===== config.mk =====
export PLATFORM = sky130hd
export DESIGN_NAME = job_seq_flat
export DESIGN_NICKNAME = d
export VERILOG_FILES = /design/src/rtl/job_seq_if.sv /design/src/rtl/job_seq.sv /design/src/flat_wrapper.sv
export SDC_FILE = /design/constraint.sdc
export NUM_CORES = 1
export LEC_CHECK = 0
export CAP_MARGIN = 30
export CORE_MARGIN = 8
export CORE_UTILIZATION = 33
export CTS_CLUSTER_SIZE = 10
export DETAILED_ROUTE_END_ITERATION = 6
export PLACE_DENSITY_LB_ADDON = 0.05
export SLEW_MARGIN = 30
export SYNTH_ARGS = -nofsm -noshare
export SYNTH_HDL_FRONTEND = slang
export SYNTH_SLANG_ARGS = --single-unit

===== constraint.sdc =====
create_clock -name clk -period 6.8 [get_ports clk]
set_input_delay 0.68 -clock clk [delete_from_list [all_inputs] [get_ports clk]]
set_output_delay 0.68 -clock clk [all_outputs]
set_load 0.01 [all_outputs]

===== src/rtl/job_seq_if.sv =====
// job_seq_if: control, status and stream-handshake bundle for job_seq.
interface job_seq_if #(
   parameter int MAT_W = 7,
   parameter int CNT_W = 20
);
   logic             start, abort, src_v, s_fin;
   logic             dst_valid, dst_ready, dst_last;
   logic [MAT_W-1:0] item_num, mat_a;
   logic [CNT_W-1:0] beat_num, beat_cnt;
   logic             matw, run, busy, done, err;
   logic [2:0]       state;
   modport master (
      output start, abort, item_num, beat_num, src_v, s_fin, dst_valid, dst_ready, dst_last,
      input  matw, run, mat_a, beat_cnt, busy, done, err, state
   );
   modport slave (
      input  start, abort, item_num, beat_num, src_v, s_fin, dst_valid, dst_ready, dst_last,
      output matw, run, mat_a, beat_cnt, busy, done, err, state
   );
endinterface


===== src/rtl/job_seq.sv =====
// job_seq: job sequencer (item-memory write, run, drain, done/err); optional watchdog under JOB_SEQ_TIMEOUT_EN.
module job_seq #(
   parameter int MAT_W  = 7,
   parameter int CNT_W  = 20,
   parameter int TO_CYC = 65535
) (
   input logic      clk,
   input logic      rst,
   job_seq_if.slave bus
);
   typedef enum logic [2:0] {
      IDLE  = 3'd0,
      MATW  = 3'd1,
      RUN   = 3'd2,
      DRAIN = 3'd3,
      DONE  = 3'd4,
      ERR   = 3'd5
   } state_t;

   state_t           state_q, state_d;
   logic [MAT_W-1:0] mat_a_q, mat_a_d;
   logic [CNT_W-1:0] beat_cnt_q, beat_cnt_d, beat_inc;
   logic             go, hs, entry, wd_hit;

`ifdef JOB_SEQ_TIMEOUT_EN
   localparam int WD_W = $clog2(TO_CYC + 1);
   logic [WD_W-1:0] wd_q, wd_d;
   assign wd_hit = (state_q == MATW || state_q == RUN || state_q == DRAIN) && wd_q == WD_W'(TO_CYC - 1);
   // Restart on any sign of progress so only a genuinely stalled job times out
   always_comb begin
      wd_d = (state_d != state_q || bus.src_v || (bus.dst_valid && bus.dst_ready)) ? '0 :
             (wd_q == '1) ? wd_q : wd_q + 1'b1;
   end
   always_ff @(posedge clk) begin
      if (rst) wd_q <= '0;
      else     wd_q <= wd_d;
   end
`else
   assign wd_hit = 1'b0;
`endif

   always_ff @(posedge clk) begin
      if (rst) begin
         state_q    <= IDLE;
         mat_a_q    <= '0;
         beat_cnt_q <= '0;
      end else begin
         state_q    <= state_d;
         mat_a_q    <= mat_a_d;
         beat_cnt_q <= beat_cnt_d;
      end
   end

   // The s_fin decision includes a beat accepted in the same cycle
   always_comb begin
      go       = bus.start && !bus.abort;
      hs       = bus.dst_valid && bus.dst_ready && bus.dst_last;
      beat_inc = (bus.src_v && beat_cnt_q != '1) ? beat_cnt_q + 1'b1 : beat_cnt_q;
      state_d  = state_q;
      case (state_q)
         IDLE:    state_d = go ? MATW : IDLE;
         MATW:    state_d = (mat_a_q == bus.item_num) ? RUN : MATW;
         RUN:     state_d = bus.s_fin ? ((beat_inc == bus.beat_num) ? DRAIN : ERR) : RUN;
         DRAIN:   state_d = hs ? DONE : DRAIN;
         DONE:    state_d = IDLE;
         ERR:     state_d = go ? MATW : ERR;
         default: state_d = IDLE;
      endcase
      state_d    = bus.abort ? IDLE : wd_hit ? ERR : state_d;
      entry      = state_d == MATW && state_q != MATW;
      mat_a_d    = entry ? '0 : (state_q == MATW && mat_a_q != bus.item_num) ? mat_a_q + 1'b1 : mat_a_q;
      beat_cnt_d = entry ? '0 : (state_q == RUN) ? beat_inc : beat_cnt_q;
   end

   always_comb begin
      bus.matw     = state_q == MATW;
      bus.run      = state_q == RUN || state_q == DRAIN;
      bus.busy     = state_q == MATW || state_q == RUN || state_q == DRAIN;
      bus.done     = state_q == DONE;
      bus.err      = state_q == ERR;
      bus.mat_a    = mat_a_q;
      bus.beat_cnt = beat_cnt_q;
      bus.state    = state_q;
   end
endmodule


===== src/flat_wrapper.sv =====
// flat-port wrapper written by rule: the top's interface ports become plain ports
module job_seq_flat 
#(
   parameter int MAT_W  = 7,
   parameter int CNT_W  = 20,
   parameter int TO_CYC = 65535
)
  (clk, rst, bus_start, bus_abort, bus_item_num, bus_beat_num, bus_src_v, bus_s_fin, bus_dst_valid, bus_dst_ready, bus_dst_last, bus_matw, bus_run, bus_mat_a, bus_beat_cnt, bus_busy, bus_done, bus_err, bus_state);
  job_seq_if #(.MAT_W(MAT_W), .CNT_W(CNT_W)) bus_i ();
  input logic clk;
  input logic rst;
  input wire logic [$bits(bus_i.start)-1:0] bus_start;
  input wire logic [$bits(bus_i.abort)-1:0] bus_abort;
  input wire logic [$bits(bus_i.item_num)-1:0] bus_item_num;
  input wire logic [$bits(bus_i.beat_num)-1:0] bus_beat_num;
  input wire logic [$bits(bus_i.src_v)-1:0] bus_src_v;
  input wire logic [$bits(bus_i.s_fin)-1:0] bus_s_fin;
  input wire logic [$bits(bus_i.dst_valid)-1:0] bus_dst_valid;
  input wire logic [$bits(bus_i.dst_ready)-1:0] bus_dst_ready;
  input wire logic [$bits(bus_i.dst_last)-1:0] bus_dst_last;
  output wire logic [$bits(bus_i.matw)-1:0] bus_matw;
  output wire logic [$bits(bus_i.run)-1:0] bus_run;
  output wire logic [$bits(bus_i.mat_a)-1:0] bus_mat_a;
  output wire logic [$bits(bus_i.beat_cnt)-1:0] bus_beat_cnt;
  output wire logic [$bits(bus_i.busy)-1:0] bus_busy;
  output wire logic [$bits(bus_i.done)-1:0] bus_done;
  output wire logic [$bits(bus_i.err)-1:0] bus_err;
  output wire logic [$bits(bus_i.state)-1:0] bus_state;
  assign bus_i.start = bus_start;
  assign bus_i.abort = bus_abort;
  assign bus_i.item_num = bus_item_num;
  assign bus_i.beat_num = bus_beat_num;
  assign bus_i.src_v = bus_src_v;
  assign bus_i.s_fin = bus_s_fin;
  assign bus_i.dst_valid = bus_dst_valid;
  assign bus_i.dst_ready = bus_dst_ready;
  assign bus_i.dst_last = bus_dst_last;
  assign bus_matw = bus_i.matw;
  assign bus_run = bus_i.run;
  assign bus_mat_a = bus_i.mat_a;
  assign bus_beat_cnt = bus_i.beat_cnt;
  assign bus_busy = bus_i.busy;
  assign bus_done = bus_i.done;
  assign bus_err = bus_i.err;
  assign bus_state = bus_i.state;
  job_seq #(.MAT_W(MAT_W), .CNT_W(CNT_W), .TO_CYC(TO_CYC)) u_core (.clk(clk), .rst(rst), .bus(bus_i));
endmodule

Yosys cells after proc, flatten, opt, wreduce, memory -nomap -nowiden:

Cells that the tools add are included.

* add/subtract/negate cells: 2
* reductions and logical operators: 12
* mux-type cells: 9
* equal/unequal tests: 11

Operators with widths (number)
* $add 20x1->20 const B: 1
* $eq 20x20->1: 1
* $mux 20: 1
* $ne 20x20->1 const B: 1
* $mux 3: 5
* $pmux 3 s5: 1
* $add 7x1->7 const B: 1
* $eq 7x7->1: 1
* $ne 7x7->1: 1
* $eq 3x1->1 const B: 2
* $eq 3x2->1 const B: 2
* $eq 3x3->1 const B: 2
* $logic_and 1x1->1: 6
* $logic_not 3->1: 1
* $logic_or 1x1->1: 3
* $ne 3x1->1 const B: 1
* $mux 2: 1
* $reduce_or 2->1: 1
* $logic_not 1->1: 1
* $mux 1: 1

* logic and storage cells: 37
* flip-flop bits (word level): 30
* output and inout port bits: 35

Logic depth before layout (Yosys ltp):

* word-level depth: 11
* mapped depth: 9
* depth with buffers taken out: 9

Worst setup path before layout:

Ideal clock, no wire load.

* kind: input port to flip-flop
* from: input port bus_src_v
* to: register u_core.state_q[2], in the netlist u_core.bus.state[2]
* data arrival time: 2.913 ns
* data required time: 6.684 ns
* path buffers: 1
* path slack: 3.770 ns
* setup time: 0.116 ns
* stages on the path: 9
* cell sequence: buf_2 and2_0 nand2_1 nor4_1 xnor2_1 o21ai_0 or4_1 or4_4 a41o_1

* word-level cells in the longest chain between the ends: 7

RTL lines
* start: declaration: line flat_wrapper.sv:16 `input wire logic [$bits(bus_i.src_v)-1:0] bus_src_v;`
* $logic_and 1x1->1: line job_seq.sv:58 `beat_inc = (bus.src_v && beat_cnt_q != '1) ? beat_cnt_q + 1'b1 : beat_cnt_q;`
* $mux 20: line job_seq.sv:58
* $eq 20x20->1: line job_seq.sv:63 `RUN: state_d = bus.s_fin ? ((beat_inc == bus.beat_num) ? DRAIN : ERR) : RUN;`
* $mux 3 (2 in a row): line job_seq.sv:63
* $pmux 3 s5: line job_seq.sv:60 `case (state_q)`
* $mux 3: line job_seq.sv:69 `state_d = bus.abort ? IDLE : wd_hit ? ERR : state_d;`
* end signal: assignment: line job_seq.sv:48 `state_q <= state_d;`
* end: declaration: line job_seq.sv:20 `state_t state_q, state_d;`

Every way passes these cells.
A chain may end at the register's enable or synchronous reset.

Worst setup path after layout:

Same ends and word-level chain as after synthesis.

==> results by group <==
Run status
  • Status: completed

Logic synthesis
  • Avg Cell Area, Syn: between 7 and 8 µm²
  • Register bit total from synthesis: 30
  • Number of enable flip-flop cells after synthesis: 0
  • Post-synth top area cell: dfxtp_1
  • Yosys cell types: between 40 and 50
  • Post-synth net total: 331
  • Cells after Synth: around 290
  • Yosys warns: 0
  • Mapped cell area: between 0.002 and 0.0025 mm²
  • Top cell type's share of synthesized area: 0.2599
  • Seq/Total Area, Yosys: 0.2599
  • Synth Flop Type: dfxtp_1
  • Top cells by area, synth: dfxtp_1, xnor2_1, xor2_1
  • Synth async-reset ratio: 0

Clock tree
  • Post-CTS sizing: 0
  • Clock Latency Late Sink: 0.29 ns
  • CTS Sinks: 30
  • CTS tree: done
  • CTS buffer count: 5
  • Root buf cell: clkbuf_8
  • Clock transition at path regs: 0.07 ns
  • Setup bufs post-CTS: 0
  • # hold bufs at CTS: 0
  • H-tree levels: 2
  • Maximum clock path buffer count: 2

Cells and area
  • # diodes: 0
  • Multi-input logic area: between 0.0015 and 0.002 mm²
  • Fin cells: 454
  • Share of cells above drive strength 1: 0.05866
  • Utilization after layout: 0.4665
  • Area growth, synth to finish: 37.14%
  • FILL cells: roughly 700
  • Final #Nets: 395
  • Fin area: about 0.0032 mm²
  • FF/Latch Area: approximately 600 µm²

Floorplanning
  • # rows: 30
  • Die Wd: around 100 µm
  • Die Area: ~0.0099 mm²
  • Die H: approximately 100 µm
  • Initial Util: 0.3401
  • CORE AREA: around 0.0068 mm²
  • IO Pins: slightly above 70

Global route
  • First-pass GRT wire length: 12200 µm
  • Vias in the first global route: 2355
  • Antenna violations before repair: 0
  • Largest net degree at the start of global routing: 15
  • Aggregate global-route resource usage: 0.1520
  • GR Overflow Total: 0

Routing
  • Iter 0 DRT Violations: 65
  • 1st-pass router iterations: 4
  • Routed len/inst: 16.34 µm
  • Antenna Violating Nets Remaining: 0
  • DRC: 0
  • DRT Wirelength: 7418 µm
  • Vias post-DR: ~2.3k
  • Post-DR vias/cell: about 5.1

Worst setup path
  • Worst Path Arrival: between 3 and 4 ns
  • Startpoint types: input port
  • CP required: about 7 ns
  • Critical Path End: u_core.bus.state[2]$_SDFF_PP0_
  • Worst setup EP type: flip-flop
  • Crit Path Max Fanout: 11
  • WS Path Type: in -> reg
  • Worst R2R Path Depth: 9
  • Crit Reg-Reg Endpoint: u_core.bus.state[2]$_SDFF_PP0_
  • CP startpoint: bus_src_v
  • Worst flop-to-flop path startpoint: u_core.bus.beat_cnt[1]$_SDFFE_PP0P_
  • Worst reg-to-reg setup slack: about 3.3 ns

Place
  • Placer Congestion: around 0.93
  • IO Port Bufs: 70
  • Placed Area: slightly above 0.003 mm²
  • Setup WS pre-CTS: between 2 and 3 ns
  • Cells after DPL: about 450
  • DP Wirelength: approximately 5700 µm

STA
  • Final Cycle Share: 0.5450
  • Final Hold Fails: 0
  • Clock Skews: between 0.006 and 0.007 ns
  • Setup TNS: 0 ns
  • Minimum clock period: about 3.7 ns
  • Worst Tran Pin Value: around 0.72 ns
  • Slew Viols, Final: 0
  • Slew HR: 0.5206
  • Worst Slack Setup Final: slightly above 3 ns
  • Hold WS: 0.5177 ns
  • RSZ-0062 raised after global routing: false
  • F_max: between 200 and 300 MHz
  • Final setup viols: 0

Hold path
  • HP Class: reg -> reg
  • Min-Delay Path Depth: 2
  • Hold_sp: u_core.bus.mat_a[6]$_SDFFE_PP0P_

Power
  • LEAKAGE: between 1 and 1.5 nW
  • Max IR drop VDD: about 73 µV
  • Pwr per Cell Area: between 100 and 150 mW/mm²
  • Final Total Pwr: about 0.38 mW

Flow run
  • Max Cap Viol: 0
sequential cells by signal (all words and copies together), names as in the netlist:
register,cells
u_core.bus.beat_cnt,20
u_core.bus.mat_a,7
u_core.bus.state,3
placed cells by master (no fill, tap or decap), types with 4 or more instances in the layout:
master | synthesis | final
clkdlybuf4s50_1 | 0 | 70
nor3_1 | 7 | 7
nand3_1 | 15 | 15
a21oi_1 | 7 | 7
nand4_1 | 19 | 19
a211oi_1 | 6 | 6
dfxtp_1 | 30 | 30
o21ai_0 | 15 | 15
xnor2_1 | 29 | 29
nand2_1 | 17 | 17
clkbuf_8 | 0 | 6
mux2i_1 | 5 | 5
or3_1 | 4 | 4
xor2_1 | 22 | 22
and3_1 | 5 | 5
nor2_1 | 39 | 38
nand3b_1 | 4 | 4
nand2b_1 | 5 | 5
inv_1 | 6 | 6
worst max-delay path, stage by stage:
cell             delay [ns]
clkdlybuf4s50_1        0.72
nand4_1                0.17
or2_2                  0.35
a31oi_4                0.28
mux2i_1                0.23
o22ai_1                0.09
or4_1                  0.57
or4_4                  0.54
a41o_1                 0.25
Yosys cell counts, drive strengths merged, types with 2 or more instances:
cell type   n
nand4      21
nand3b      4
inv         6
or4         2
nor2       39
or2         2
dfxtp      30
and4        3
mux2i       5
or3         5
nor4        5
nor2b       2
nand2b      5
xor2       22
xnor2      29
and2        4
nand2      17
o21ai      15
clkbuf      5
a21boi      2
a31oi       4
buf         9
a41o        3
nor3        8
a211oi      6
a21oi       7
and3        6
nand3      15
ha          2
report_power, final:
group | switching [mW] | internal [mW] | total [mW]
registers | 0.00104 | 0.176 | 0.177
logic | 0.0206 | 0.0301 | 0.0507
clock network | 0.0737 | 0.0817 | 0.155
cell type report:
class / count / share of cell area
clock buffer: 7 / 0.02724
multi-input combinational: 243 / 0.5132
clock inverter: 1 / 0.001579
tap: 96 / 0.03790
sequential: 30 / 0.1895
timing repair buffer: 71 / 0.2235
inverter: 6 / 0.007106
layer usage:
layer  vias to the layer above  wire (µm)  GRT usage
li1                       1177          -          -
met1                      1069       3582     0.2042
met2                        81       3280     0.2335
met3                         9        484    0.03492
met4                         0         71    0.04540
met5                         -          0          0
kinds of logic (layout without fill, tap and decap cells):
kind of cell | count (synthesis) | after routing | share of synthesized area
flip-flops | 30 | 30 | 0.2599
AO/OA/AOI/OAI | 46 | 46 | 0.1364
XOR/XNOR | 51 | 51 | 0.1933
buffers and inverters | 20 | 85 | 0.03736
multiplexers | 6 | 6 | 0.02653
adder cells (fa/ha/maj) | 2 | 2 | 0.01083
AND/OR/NAND/NOR | 138 | 138 | 0.3357
how the worst min path moves through the flow:
stage | to | slack, ns
finish | u_core.bus.mat_a[6]$_SDFFE_PP0P_ | 0.52
global route | u_core.bus.mat_a[6]$_SDFFE_PP0P_ | 0.57
CTS | u_core.bus.mat_a[6]$_SDFFE_PP0P_ | 0.52
detailed placement | u_core.bus.mat_a[6]$_SDFFE_PP0P_ | 0.51
global placement | u_core.bus.mat_a[6]$_SDFFE_PP0P_ | 0.50
floorplan | u_core.bus.mat_a[6]$_SDFFE_PP0P_ | 0.53
Power figures use the tool's default switching activity.
